===== config.mk =====
export PLATFORM = sky130hd
export DESIGN_NAME = cla_addsub_mc_flat
export DESIGN_NICKNAME = d
export VERILOG_FILES = /design/src/rtl/cla_addsub_mc_if.sv /design/src/rtl/cla_addsub_mc.sv /design/src/flat_wrapper.sv
export SDC_FILE = /design/constraint.sdc
export NUM_CORES = 1
export LEC_CHECK = 0
export BUFFER_PORTS_ARGS = -buffer_cell sky130_fd_sc_hd__buf_2
export CAP_MARGIN = 20
export CORE_MARGIN = 5
export CORE_UTILIZATION = 48
export CTS_CLUSTER_DIAMETER = 40
export CTS_CLUSTER_SIZE = 16
export DETAILED_ROUTE_END_ITERATION = 7
export GPL_ROUTABILITY_DRIVEN = 0
export PLACE_DENSITY = 0.69
export REMOVE_ABC_BUFFERS = 1
export SYNTH_ARGS = -nofsm -noshare
export SYNTH_HDL_FRONTEND = slang
export SYNTH_SLANG_ARGS = --single-unit

===== constraint.sdc =====
create_clock -name clock -period 13.2 [get_ports clock]
set_clock_uncertainty 0.2 [all_clocks]
set_input_delay 2.64 -clock clock [delete_from_list [all_inputs] [get_ports clock]]
set_output_delay 2.64 -clock clock [all_outputs]
set_load 0.05 [all_outputs]

===== src/rtl/cla_addsub_mc_if.sv =====
// Operand/result bundle for the multi-cycle carry-lookahead adder/subtractor.
interface cla_addsub_mc_if #(
  parameter int WIDTH = 32
) ();
  logic             start;
  logic             sub;
  logic             cin;
  logic [WIDTH-1:0] a;
  logic [WIDTH-1:0] b;
  logic             busy;
  logic             done;
  logic [WIDTH-1:0] result;
  logic             cout;
  logic             ovf;

  modport master (
    output start, sub, cin, a, b,
    input  busy, done, result, cout, ovf
  );

  modport slave (
    input  start, sub, cin, a, b,
    output busy, done, result, cout, ovf
  );
endinterface


===== src/rtl/cla_addsub_mc.sv =====
// Multi-cycle adder/subtractor resolving one BLOCK-bit lookahead slice per clock, LSB first.
// Optional CLA_SAT_EN: saturate the result to the signed limit on overflow.
//
// state | meaning
// IDLE  | waiting for start; outputs hold the last completed result
// RUN   | resolving slice k, inter-slice carry held in a register
module cla_addsub_mc #(
  parameter int WIDTH = 32,
  parameter int BLOCK = 8
) (
  input  logic            clock,
  input  logic            reset,
  cla_addsub_mc_if.slave  bus
);
  localparam int N  = WIDTH / BLOCK;
  localparam int KW = (N > 1) ? $clog2(N) : 1;

  typedef enum logic {IDLE, RUN} state_t;

  state_t           state, state_nxt;
  logic [KW-1:0]    k;
  logic [WIDTH-1:0] op_a, op_b, acc, acc_nxt, sum_ext, res_fin;
  logic             carry;
  logic [BLOCK-1:0] sa, sb, g, p, s;
  logic [BLOCK:0]   c;
  logic             prod, cterm;
  logic             last, accept, ovf_nxt;

  assign last     = (k == KW'(N - 1));
  assign accept   = (state == IDLE) && bus.start;
  assign bus.busy = (state == RUN);

  always_ff @(posedge clock or posedge reset) begin
    if (reset) state <= IDLE;
    else       state <= state_nxt;
  end

  always_comb begin
    state_nxt = state;
    case (state)
      IDLE:    if (bus.start) state_nxt = RUN;
      RUN:     if (last)      state_nxt = IDLE;
      default: state_nxt = IDLE;
    endcase
  end

  // Each carry is a flat OR of generate/propagate product terms rooted at the slice carry-in.
  always_comb begin
    sa    = BLOCK'(op_a >> (k * BLOCK));
    sb    = BLOCK'(op_b >> (k * BLOCK));
    g     = sa & sb;
    p     = sa | sb;
    c     = '0;
    c[0]  = carry;
    prod  = 1'b0;
    cterm = 1'b0;
    for (int i = 0; i < BLOCK; i++) begin
      prod = carry;
      for (int m = 0; m <= i; m++) prod = prod & p[m];
      cterm = prod;
      for (int j = 0; j <= i; j++) begin
        prod = g[j];
        for (int m = j + 1; m <= i; m++) prod = prod & p[m];
        cterm = cterm | prod;
      end
      c[i+1] = cterm;
    end
    s       = sa ^ sb ^ c[BLOCK-1:0];
    sum_ext = '0;
    sum_ext[BLOCK-1:0] = s;
    acc_nxt = acc | (sum_ext << (k * BLOCK));
    ovf_nxt = c[BLOCK] ^ c[BLOCK-1];
    res_fin = acc_nxt;
`ifdef CLA_SAT_EN
    if (ovf_nxt) begin
      res_fin            = {WIDTH{~op_a[WIDTH-1]}};
      res_fin[WIDTH-1]   = op_a[WIDTH-1];
    end
`endif
  end

  always_ff @(posedge clock or posedge reset) begin
    if (reset) begin
      op_a       <= '0;
      op_b       <= '0;
      acc        <= '0;
      carry      <= 1'b0;
      k          <= '0;
      bus.done   <= 1'b0;
      bus.result <= '0;
      bus.cout   <= 1'b0;
      bus.ovf    <= 1'b0;
    end else begin
      bus.done <= 1'b0;
      if (accept) begin
        op_a  <= bus.a;
        op_b  <= bus.sub ? ~bus.b : bus.b;
        carry <= bus.sub | bus.cin;
        acc   <= '0;
        k     <= '0;
      end else if (state == RUN) begin
        acc   <= acc_nxt;
        carry <= c[BLOCK];
        k     <= last ? '0 : k + 1'b1;
        if (last) begin
          bus.result <= res_fin;
          bus.cout   <= c[BLOCK];
          bus.ovf    <= ovf_nxt;
          bus.done   <= 1'b1;
        end
      end
    end
  end
endmodule


===== src/flat_wrapper.sv =====
// flat-port wrapper written by rule: the top's interface ports become plain ports
module cla_addsub_mc_flat 
#(
  parameter int WIDTH = 32,
  parameter int BLOCK = 8
)
  (clock, reset, bus_start, bus_sub, bus_cin, bus_a, bus_b, bus_busy, bus_done, bus_result, bus_cout, bus_ovf);
  cla_addsub_mc_if #(.WIDTH(WIDTH)) bus_i ();
  input  logic clock;
  input  logic reset;
  input wire logic [$bits(bus_i.start)-1:0] bus_start;
  input wire logic [$bits(bus_i.sub)-1:0] bus_sub;
  input wire logic [$bits(bus_i.cin)-1:0] bus_cin;
  input wire logic [$bits(bus_i.a)-1:0] bus_a;
  input wire logic [$bits(bus_i.b)-1:0] bus_b;
  output wire logic [$bits(bus_i.busy)-1:0] bus_busy;
  output wire logic [$bits(bus_i.done)-1:0] bus_done;
  output wire logic [$bits(bus_i.result)-1:0] bus_result;
  output wire logic [$bits(bus_i.cout)-1:0] bus_cout;
  output wire logic [$bits(bus_i.ovf)-1:0] bus_ovf;
  assign bus_i.start = bus_start;
  assign bus_i.sub = bus_sub;
  assign bus_i.cin = bus_cin;
  assign bus_i.a = bus_a;
  assign bus_i.b = bus_b;
  assign bus_busy = bus_i.busy;
  assign bus_done = bus_i.done;
  assign bus_result = bus_i.result;
  assign bus_cout = bus_i.cout;
  assign bus_ovf = bus_i.ovf;
  cla_addsub_mc #(.WIDTH(WIDTH), .BLOCK(BLOCK)) u_core (.clock(clock), .reset(reset), .bus(bus_i));
endmodule

# Word-level counts from Yosys, hierarchy flattened
# Cells that the tools add are included.
# totals
ff_bits	135
inputBits	69
output_inout_bits	36
word_cells	114
# op_classes
add_sub_neg	1
eq_ne	1
n_shift	3
n_mux	14
bitwise_logic	82
reduce_logical	3
# op_table
operator	count
32-bit two-way mux	3
32-bit by 5-bit >> shifter with 8-bit output	2
1-bit OR	37
1-bit AND	36
32-bit NOT	1
32-bit OR	1
8-bit by 5-bit left shift with 32-bit output	1
8-bit XOR	2
8-bit AND	1
8-bit OR	1
1-bit two-way mux	7
2-bit two-way mux	3
3-bit AND reduction	1
2-bit by 1-bit adder with 2-bit output, second input constant	1
2-bit equality test, second input constant	1
1-bit NOT	2
1-bit case mux with 2 select lines	1
2-bit nonzero test	1
1-bit logical AND	1
1-bit XOR	1

# Logic depth before layout (Yosys ltp)
# Gate-level depths: netlist of run 1.
# logic_depth
ltp_word	21
mapped_depth	11
ltp_nobuf	8

# Worst setup path after synthesis of run 1
# OpenSTA, ideal clock, no wires.
# synth_path
path_kind	in2reg
start	input port bus_start
end	register u_core.op_a[0]
setup_ns	0.125
arrival_ns	3.620
required_ns	12.875
slack_ns	9.256
stages	4
n_path_buf	2
path_cell_list	nand2b_1 > clkbuf_1 > clkbuf_1 > mux2_2
# synth_between
elab_chain_cells	1
# synth_lines
element	line	text
from (decl)	flat_wrapper.sv:11	input wire logic [$bits(bus_i.start)-1:0] bus_start;
1-bit logical AND	cla_addsub_mc.sv:30	assign accept = (state == IDLE) && bus.start;
to (signal assigned)	cla_addsub_mc.sv:96	op_a <= bus.a;
to (decl)	cla_addsub_mc.sv:22	logic [WIDTH-1:0] op_a, op_b, acc, acc_nxt, sum_ext, res_fin;
# No other way between the ends.
# A chain may end at the register's enable or synchronous reset.

# Final worst setup path of run 1
# layout_path
start	register u_core.state (netlist: u_core.bus.busy)
end	output port bus_busy
# layout_lines
element	line	text
from (decl)	cla_addsub_mc.sv:20	state_t state, state_nxt;
from (signal assigned)	cla_addsub_mc.sv:35	else state <= state_nxt;
to (decl)	flat_wrapper.sv:16	output wire logic [$bits(bus_i.busy)-1:0] bus_busy;
# No word-level cell between the ends.

==> impl_metrics.env, run 1 <==
export IMPL_outcome="complete, no violations"
export IMPL_synth_edff_count=0
export IMPL_cts_tree="built"
export IMPL_dr_pass1_iters=4
export IMPL_grt_pass1_wl_mm=23.53
export IMPL_cp_cell_sequence="buf_2"
export IMPL_tns_ns=0
export IMPL_rrSetupSlack_ns=9.22
export IMPL_track_usage_pct=18.41
export IMPL_antenna_left=0
export IMPL_clkTransAtPathRegs_ns=0.06
export IMPL_numCtsBuffers=17
export IMPL_syn_to_final_growth_pct=18.65
export IMPL_final_cell_mix="135 x dfrtp_1, 104 x buf_2, 94 x nand2_1, 54 x o21ai_0"
export IMPL_synth_ff_type="dfrtp_1"
export IMPL_r2r_start="u_core.k[1]"
export IMPL_hold_path_depth=2
export IMPL_overflow=0
export IMPL_worstSetupPathType="reg2out"
export IMPL_synthCells=596
export IMPL_yosysSeqAreaShare_pct=51.81
export IMPL_design_core_area_sq_um=13300
export IMPL_min_delay_worst_endpoint="u_core.bus.result[26]"
export IMPL_cts_sinks=135
export IMPL_avgSynthCellArea_sq_um=10.94
export IMPL_synth_area_leaders="dfrtp_1 52%, mux2_2 5.5%, mux4_2 5.5%"
export IMPL_fmaxAchievable_ghz=0.2331
export IMPL_drtIter0Drc=265
export IMPL_slowest_delay_ns=0.66
export IMPL_ioPinCount=105
export IMPL_tightestPinTransition_ns=1.005
export IMPL_post_cts_buffers=0
export IMPL_dieArea_sq_um=16010
export IMPL_async_flop_share_pct=100.0
export IMPL_die_w_um=126.5
export IMPL_vias=4581
export IMPL_ys_warnings_count=0
export IMPL_cp_start_kind="register"
export IMPL_cap_violations=0
export IMPL_rows=42
export IMPL_worstSkewPairLatency_ns=0.42
export IMPL_maxSlewHeadroom_pct=33.00
export IMPL_diodes=0
export IMPL_h_tree_depth=4
export IMPL_r2r_end="u_core.acc[15]"
export IMPL_ys_ff_latch=135
export IMPL_path_max_fanout=16
export IMPL_hold_violations=0
export IMPL_ctsResizeCount=0
export IMPL_grt_pass1_vias=4703
export IMPL_critPathCaptureType="primary output"
export IMPL_clockRootBuffer="clkbuf_16"
export IMPL_antenna_found_initial=0
export IMPL_synth_top_area_cell="dfrtp_1"
export IMPL_avgRoutedWirePerCell_um=15.83
export IMPL_grt_start_max_net_pins=78
export IMPL_r2r_cells=8
export IMPL_period_share_pct=32.49
export IMPL_finalSetupViolations=0
export IMPL_rsz0062_at_grt="false"
export IMPL_drive_gt1_share_pct=28.41
export IMPL_totalWireLength_mm=13.82
export IMPL_synth_top_area_share_pct=51.81
export IMPL_syn_area_sq_um=6520
export IMPL_portBuffers=104
export IMPL_worstHoldStart="u_core.bus.result[26]"
export IMPL_synth_cell_types=49
export IMPL_fin_crit_ns=4.289
export IMPL_drv_slew=0
export IMPL_ctsHoldBuffers=0
export IMPL_path_buf_inv=1
export IMPL_initial_core_util_pct=49.04
export IMPL_die_h_um=126.5
export IMPL_via_per_inst=5.247
export IMPL_clockBufferDepth=2
export IMPL_hp_class="reg2reg"
export IMPL_mostFrequentLayoutCell="dfrtp_1"
export IMPL_crit_slowest_cell="dfrtp_1"
export IMPL_fin_nets=771
export IMPL_crit_required_ns=10.36
export IMPL_cp_top_family="flip-flops"
export IMPL_drc=0
export IMPL_critical_path_arrival_ns=1.45
export IMPL_hpwl_mm=9.614
## cells by family after synthesis
kind of cell	synth area share, %
XOR/XNOR	4.817
AND/OR/NAND/NOR	9.269
multiplexers	12.44
buffers and inverters	3.857
adder cells (fa/ha/maj)	3.569
AO/OA/AOI/OAI	14.24
flip-flops	51.81
## sequential cells by signal (all words and copies together), names as in the netlist, 2 cells and up
| name | cells |
|---|---|
| u_core.op_a | 32 |
| u_core.bus.result | 32 |
| u_core.op_b | 32 |
| u_core.acc | 32 |
| u_core.k | 2 |
## cell type report
type / count / area (sq um)
Clock buffer: 23 / 478.0
Clock inverter: 9 / 122.6
Fill cell: 1145 / 5559
Inverter: 23 / 88.84
Multi-Input combinational cell: 399 / 2898
Sequential cell: 135 / 3378
Tap cell: 176 / 220.2
Timing Repair Buffer: 108 / 550.5
## routing by layer
| layer | routed length [um] | vias up | track usage, % |
|---|---|---|---|
| li1 | - | 2244 | - |
| met2 | 6737 | 136 | 28.92 |
| met1 | 6063 | 2194 | 24.48 |
| met5 | 0 | - | 0 |
| met4 | 91 | 0 | 5.868 |
| met3 | 930 | 7 | 5.885 |
## synthesized netlist by cell type, types with 5 or more instances
master	instances
a211o_1	6
a21oi_1	31
a221o_1	5
a22o_1	12
a31oi_1	5
and2_1	5
buf_2	8
clkbuf_1	25
dfrtp_1	135
ha_1	17
inv_1	23
mux2_2	32
mux2i_1	9
mux4_2	16
nand2_1	94
nand3_1	5
nor2_1	18
o21ai_0	54
o21ai_1	23
xnor2_1	32
## worst max-delay path by stage
| stage | slack (ns) | depth (start not counted) | startpoint | to |
|---|---|---|---|---|
| after floorplan | 6.75 | 1 | reset | u_core.acc[0] |
| after global placement | 8.59 | 4 | bus_start | u_core.op_a[17] |
| after global routing | 8.82 | 4 | bus_start | u_core.op_a[5] |
| after CTS | 8.92 | 1 | u_core.bus.busy | bus_busy |
| after detailed placement | 8.54 | 4 | bus_start | u_core.op_a[8] |
| final | 8.91 | 1 | u_core.bus.busy | bus_busy |
## metrics by stage
step                      util [%]  setup slack, ns  hold slack (ns)  cell area, sq um  instances
final                        58.19            8.911           0.2709              7736        873
after floorplan                  -            6.749           0.2446              6355        557
after global placement       53.67            8.592           0.2562              7136        841
after global routing         58.19            8.819           0.2958              7736        873
after detailed placement     53.67            8.540           0.2665              7136        841
after CTS                    58.19            8.921           0.2788              7736        873
Power of run 1 is not shown: default switching activity piles up to over one toggle a cycle in this logic, so the estimate is an artifact.
==> run 2, diff against run 1 <==
==> constraint.sdc (replaced) <==
create_clock -name clock -period 4.4 [get_ports clock]
set_clock_uncertainty 0.2 [all_clocks]
set_input_delay 0.88 -clock clock [delete_from_list [all_inputs] [get_ports clock]]
set_output_delay 0.88 -clock clock [all_outputs]
set_load 0.05 [all_outputs]
==> run 2 against run 1 <==
Sequential cell count is the same. Core utilization rose by 0.51 points. Highest routed layer unchanged. Global-route usage increased by 0.69 points. Critical path type is now reg2reg. Setup slack got worse by 8.4 ns. Largest cell class unchanged. Cell count grew 0.23%.
==> impl_metrics.env, run 2 (synthesized netlist as in run 1, its figures left out) <==
export IMPL_grt_start_max_net_pins=108
export IMPL_worstSetupPathType="reg2reg"
export IMPL_maxSlewHeadroom_pct=36.31
export IMPL_syn_to_final_growth_pct=19.69
export IMPL_ctsHoldBuffers=0
export IMPL_rrSetupSlack_ns=0.56
export IMPL_cp_start_kind="register"
export IMPL_design_core_area_sq_um=13300
export IMPL_whs_ns=0.2741
export IMPL_initial_core_util_pct=49.04
export IMPL_grt_pass1_wl_mm=24.55
export IMPL_vias=4758
export IMPL_via_per_inst=5.438
export IMPL_hold_violations=0
export IMPL_post_cts_buffers=0
export IMPL_outcome="complete, no violations"
export IMPL_totalWireLength_mm=14.52
export IMPL_clockRootBuffer="clkbuf_16"
export IMPL_final_cell_mix="135 x dfrtp_1, 104 x buf_2, 94 x nand2_1, 54 x o21ai_0"
export IMPL_num_fill_cells=1133
export IMPL_track_usage_pct=19.11
export IMPL_worstSkewPairLatency_ns=0.42
export IMPL_finalSetupViolations=0
export IMPL_clockBufferDepth=2
export IMPL_drive_gt1_share_pct=28.90
export IMPL_portBuffers=104
export IMPL_critPathCaptureType="register"
export IMPL_clkTransAtPathRegs_ns=0.06
export IMPL_cts_sinks=135
export IMPL_die_h_um=126.5
export IMPL_ctsResizeCount=0
export IMPL_rows=42
export IMPL_detailed_place_area_sq_um=7171
export IMPL_ioPinCount=105
export IMPL_numCtsBuffers=17
export IMPL_grt_pass1_vias=4975
export IMPL_diodes=0
export IMPL_hp_class="reg2reg"
export IMPL_drc=0
export IMPL_avgRoutedWirePerCell_um=16.59
export IMPL_period_share_pct=87.30
export IMPL_final_area_sq_um=7804
export IMPL_path_max_fanout=16
export IMPL_rsz0062_at_grt="false"
export IMPL_dr_pass1_iters=5
export IMPL_drv_slew=0
export IMPL_antenna_found_initial=0
export IMPL_fin_nets=775
export IMPL_tightestPinTransition_ns=0.9553
export IMPL_mostFrequentLayoutCell="dfrtp_1"
export IMPL_hpwl_mm=10.17
export IMPL_tns_ns=0
export IMPL_h_tree_depth=4
export IMPL_critical_path_arrival_ns=3.99
export IMPL_overflow=0
export IMPL_cap_violations=0
export IMPL_dieArea_sq_um=16010
export IMPL_fmaxAchievable_ghz=0.2603
export IMPL_fin_crit_ns=3.841
export IMPL_drtIter0Drc=312
export IMPL_cts_tree="built"
export IMPL_crit_required_ns=4.55
export IMPL_die_w_um=126.5
export IMPL_antenna_left=0
==> run 2: cell types whose count changed in the layout (fill, tap and decap cells not counted) <==
cell / delta
buf_4: +2
clkbuf_1: -2
clkinv_2: -2
buf_12: +1
buf_16: +1
clkbuf_8: +1
clkinv_4: +1
==> run 2: worst paths after layout <==
kind,startpoint,endpoint,depth (start not counted)
setup / recovery,u_core.k[0],u_core.acc[15],9
hold / removal,u_core.bus.result[0],u_core.bus.result[0],2
setup reg to reg,u_core.k[0],u_core.acc[15],9
hold reg to reg,u_core.bus.result[0],u_core.bus.result[0],2
max in group asynchronous,reset,u_core.acc[13],3
min in group asynchronous,reset,u_core.op_b[17],2
==> run 2: cell type report <==
class                   count  area [sq um]  share of cell area (%)
clock buffers              22         484.2                   6.205
inverters                  23         88.84                   1.138
repair buffers            112         613.1                   7.856
flip-flops and latches    135          3378                   43.29
clock inverters             8         121.4                   1.555
multi-input cells         399          2898                   37.13
well taps                 176         220.2                   2.822
==> run 2: worst max-delay path, cell delays in order (launching register included) <==
cell	delay, ns
dfrtp_1	0.91
buf_4	0.32
mux4_2	0.29
inv_1	0.06
ha_1	0.19
nand2b_4	0.15
a211o_1	0.31
o311ai_2	0.71
and2_1	0.41
a221o_1	0.21
==> run 2: per-stage QoR <==
stage,std cells,setup slack [ns],utilization (%)
after global placement,844,0.7144,53.93
after CTS,874,0.5547,58.49
after global routing,875,0.2385,58.70
final,875,0.5589,58.70
after detailed placement,844,0.5777,53.93
after floorplan,557,-0.2911,-
==> run 2: per-layer routing <==
layer	part of all wire, %	vias up	track usage (%)
met5	0	-	0
met4	2.0	0	7.823
met3	6.9	20	5.086
met2	48	163	30.51
met1	43	2314	24.85
li1	-	2261	-
Power of run 2 is left out for the same reason.
==> run 3, diff against run 2 <==
--- a/config.mk
+++ b/config.mk
@@ -13,7 +13,7 @@
 export CTS_CLUSTER_SIZE = 16
 export DETAILED_ROUTE_END_ITERATION = 7
 export GPL_ROUTABILITY_DRIVEN = 0
-export PLACE_DENSITY = 0.69
+export PLACE_DENSITY = 0.71
 export REMOVE_ABC_BUFFERS = 1
 export SYNTH_ARGS = -nofsm -noshare
 export SYNTH_HDL_FRONTEND = slang
==> run 3 against run 2 <==
Die area unchanged. Global-route usage fell by 0.29 points. Register-to-register slack got worse by 0.16 ns. Core utilization down 0.28 points. Routed wire length increased by 0.18%. Critical path type unchanged. Critical endpoint unchanged. Largest cell class unchanged.
==> impl_metrics.env, run 3 (synthesized netlist as in run 1, its figures left out) <==
export IMPL_outcome="complete, no violations"
export IMPL_dieArea_sq_um=16010
export IMPL_initial_core_util_pct=49.04
export IMPL_num_fill_cells=1136
export IMPL_finalWorstSetupSlack_ns=0.3939
export IMPL_ctsResizeCount=0
export IMPL_overflow=0
export IMPL_drive_gt1_share_pct=28.51
export IMPL_cp_start_kind="register"
export IMPL_die_w_um=126.5
export IMPL_totalWireLength_mm=14.54
export IMPL_design_core_area_sq_um=13300
export IMPL_met3_usage_pct=4.456
export IMPL_grt_pass1_wl_mm=24.19
export IMPL_track_usage_pct=18.82
export IMPL_dp_slack_ns=0.4201
export IMPL_die_h_um=126.5
export IMPL_dr_pass1_iters=5
export IMPL_cts_tree="built"
export IMPL_grt_use_met2_pct=30.20
export IMPL_numCtsBuffers=17
export IMPL_detailed_place_area_sq_um=7163
export IMPL_cp_top_family="compound AO/OA/AOI/OAI gates"
export IMPL_drtIter0Drc=274
export IMPL_final_area_sq_um=7766
export IMPL_drv_slew=0
export IMPL_vias=4793
export IMPL_crit_required_ns=4.56
export IMPL_portBuffers=104
export IMPL_critical_path_arrival_ns=4.17
export IMPL_grt_busiest_layer="met2"
export IMPL_clkTransAtPathRegs_ns=0.06
export IMPL_multi_input_area_sq_um=2898
export IMPL_fmaxAchievable_ghz=0.2496
export IMPL_rows=42
export IMPL_avgRoutedWirePerCell_um=16.64
export IMPL_period_share_pct=91.05
export IMPL_cp_cell_sequence="buf_4, mux4_2, ha_1, nor2_1, a211oi_2, a2bb2oi_1, and2_1, a221o_1"
export IMPL_worstSetupPathType="reg2reg"
export IMPL_diodes=0
export IMPL_worstSkewPairLatency_ns=0.42
export IMPL_grt_start_max_net_pins=99
export IMPL_path_buf_inv=1
export IMPL_cap_violations=0
export IMPL_grt_pass1_vias=4875
export IMPL_critPathCaptureType="register"
export IMPL_crit_slowest_cell="dfrtp_1"
export IMPL_antenna_found_initial=0
export IMPL_rrSetupSlack_ns=0.39
export IMPL_path_max_fanout=18
export IMPL_ctsHoldBuffers=0
export IMPL_final_cell_mix="135 x dfrtp_1, 104 x buf_2, 94 x nand2_1, 54 x o21ai_0"
export IMPL_hp_class="reg2reg"
export IMPL_finalSetupViolations=0
export IMPL_post_cts_buffers=0
export IMPL_use_met1_pct=25.04
export IMPL_via_per_inst=5.484
export IMPL_syn_to_final_growth_pct=19.11
export IMPL_clockRootBuffer="clkbuf_16"
export IMPL_fin_crit_ns=4.006
export IMPL_slowest_delay_ns=0.88
export IMPL_tightestPinTransition_ns=0.9357
export IMPL_cts_sinks=135
export IMPL_ff_latch_area_sq_um=3378
export IMPL_hpwl_mm=10.33
export IMPL_tns_ns=0
export IMPL_clockBufferDepth=2
export IMPL_ioPinCount=105
export IMPL_mostFrequentLayoutCell="dfrtp_1"
export IMPL_maxSlewHeadroom_pct=37.62
export IMPL_drc=0
export IMPL_antenna_left=0
export IMPL_fin_nets=773
export IMPL_rsz0062_at_grt="false"
export IMPL_hold_violations=0
export IMPL_h_tree_depth=4
[run 3: cell types whose count changed in the layout (fill, tap and decap cells not counted), sizes merged]
cell    delta
bufinv     +1
clkbuf     -1
clkinv     +1
buf        -2
[run 3: worst register-to-register path, delay by kind of cell, from the launching register on]
kind	cells	cell delay (ns)
compound gates	3	1.10
fa+ha+maj	1	0.23
buf+inv	1	0.29
flops	1	0.88
mux	1	0.56
simple gates	2	0.70
[run 3: cell type report]
cell class | instances | area share, %
Clock buffer | 21 | 5.800
Clock inverter | 10 | 1.966
Inverter | 23 | 1.144
Multi-Input combinational cell | 399 | 37.31
Sequential cell | 135 | 43.50
Tap cell | 176 | 2.836
Timing Repair Buffer | 110 | 7.443
[run 3: path summary, 6_finish.rpt]
path | end | cells past startpoint | start
max in group asynchronous | u_core.acc[13] | 3 | reset
worst max-delay path | u_core.acc[15] | 8 | u_core.k[0]
worst min-delay path | u_core.bus.result[8] | 2 | u_core.bus.result[8]
worst max register to register | u_core.acc[15] | 8 | u_core.k[0]
min in group asynchronous | u_core.op_a[1] | 2 | reset
worst min register to register | u_core.bus.result[8] | 2 | u_core.bus.result[8]
[run 3: per-stage QoR]
stage	utilization [%]	hold WS [ns]	instances
global placement	53.88	0.2577	843
CTS	58.41	0.2779	874
global route	58.41	0.2922	874
finish	58.41	0.2713	874
floorplan	-	0.2446	557
detailed placement	53.88	0.2659	843
[run 3: routing by layer]
layer  vias to the layer above  wire [um]  share of wire, %
met5                         -          0                 0
met4                         0        271               1.9
met3                        25        952               6.5
met2                       185       6829                47
met1                      2317       6491                45
li1                       2266          -                 -
Power of run 3 is left out for the same reason.
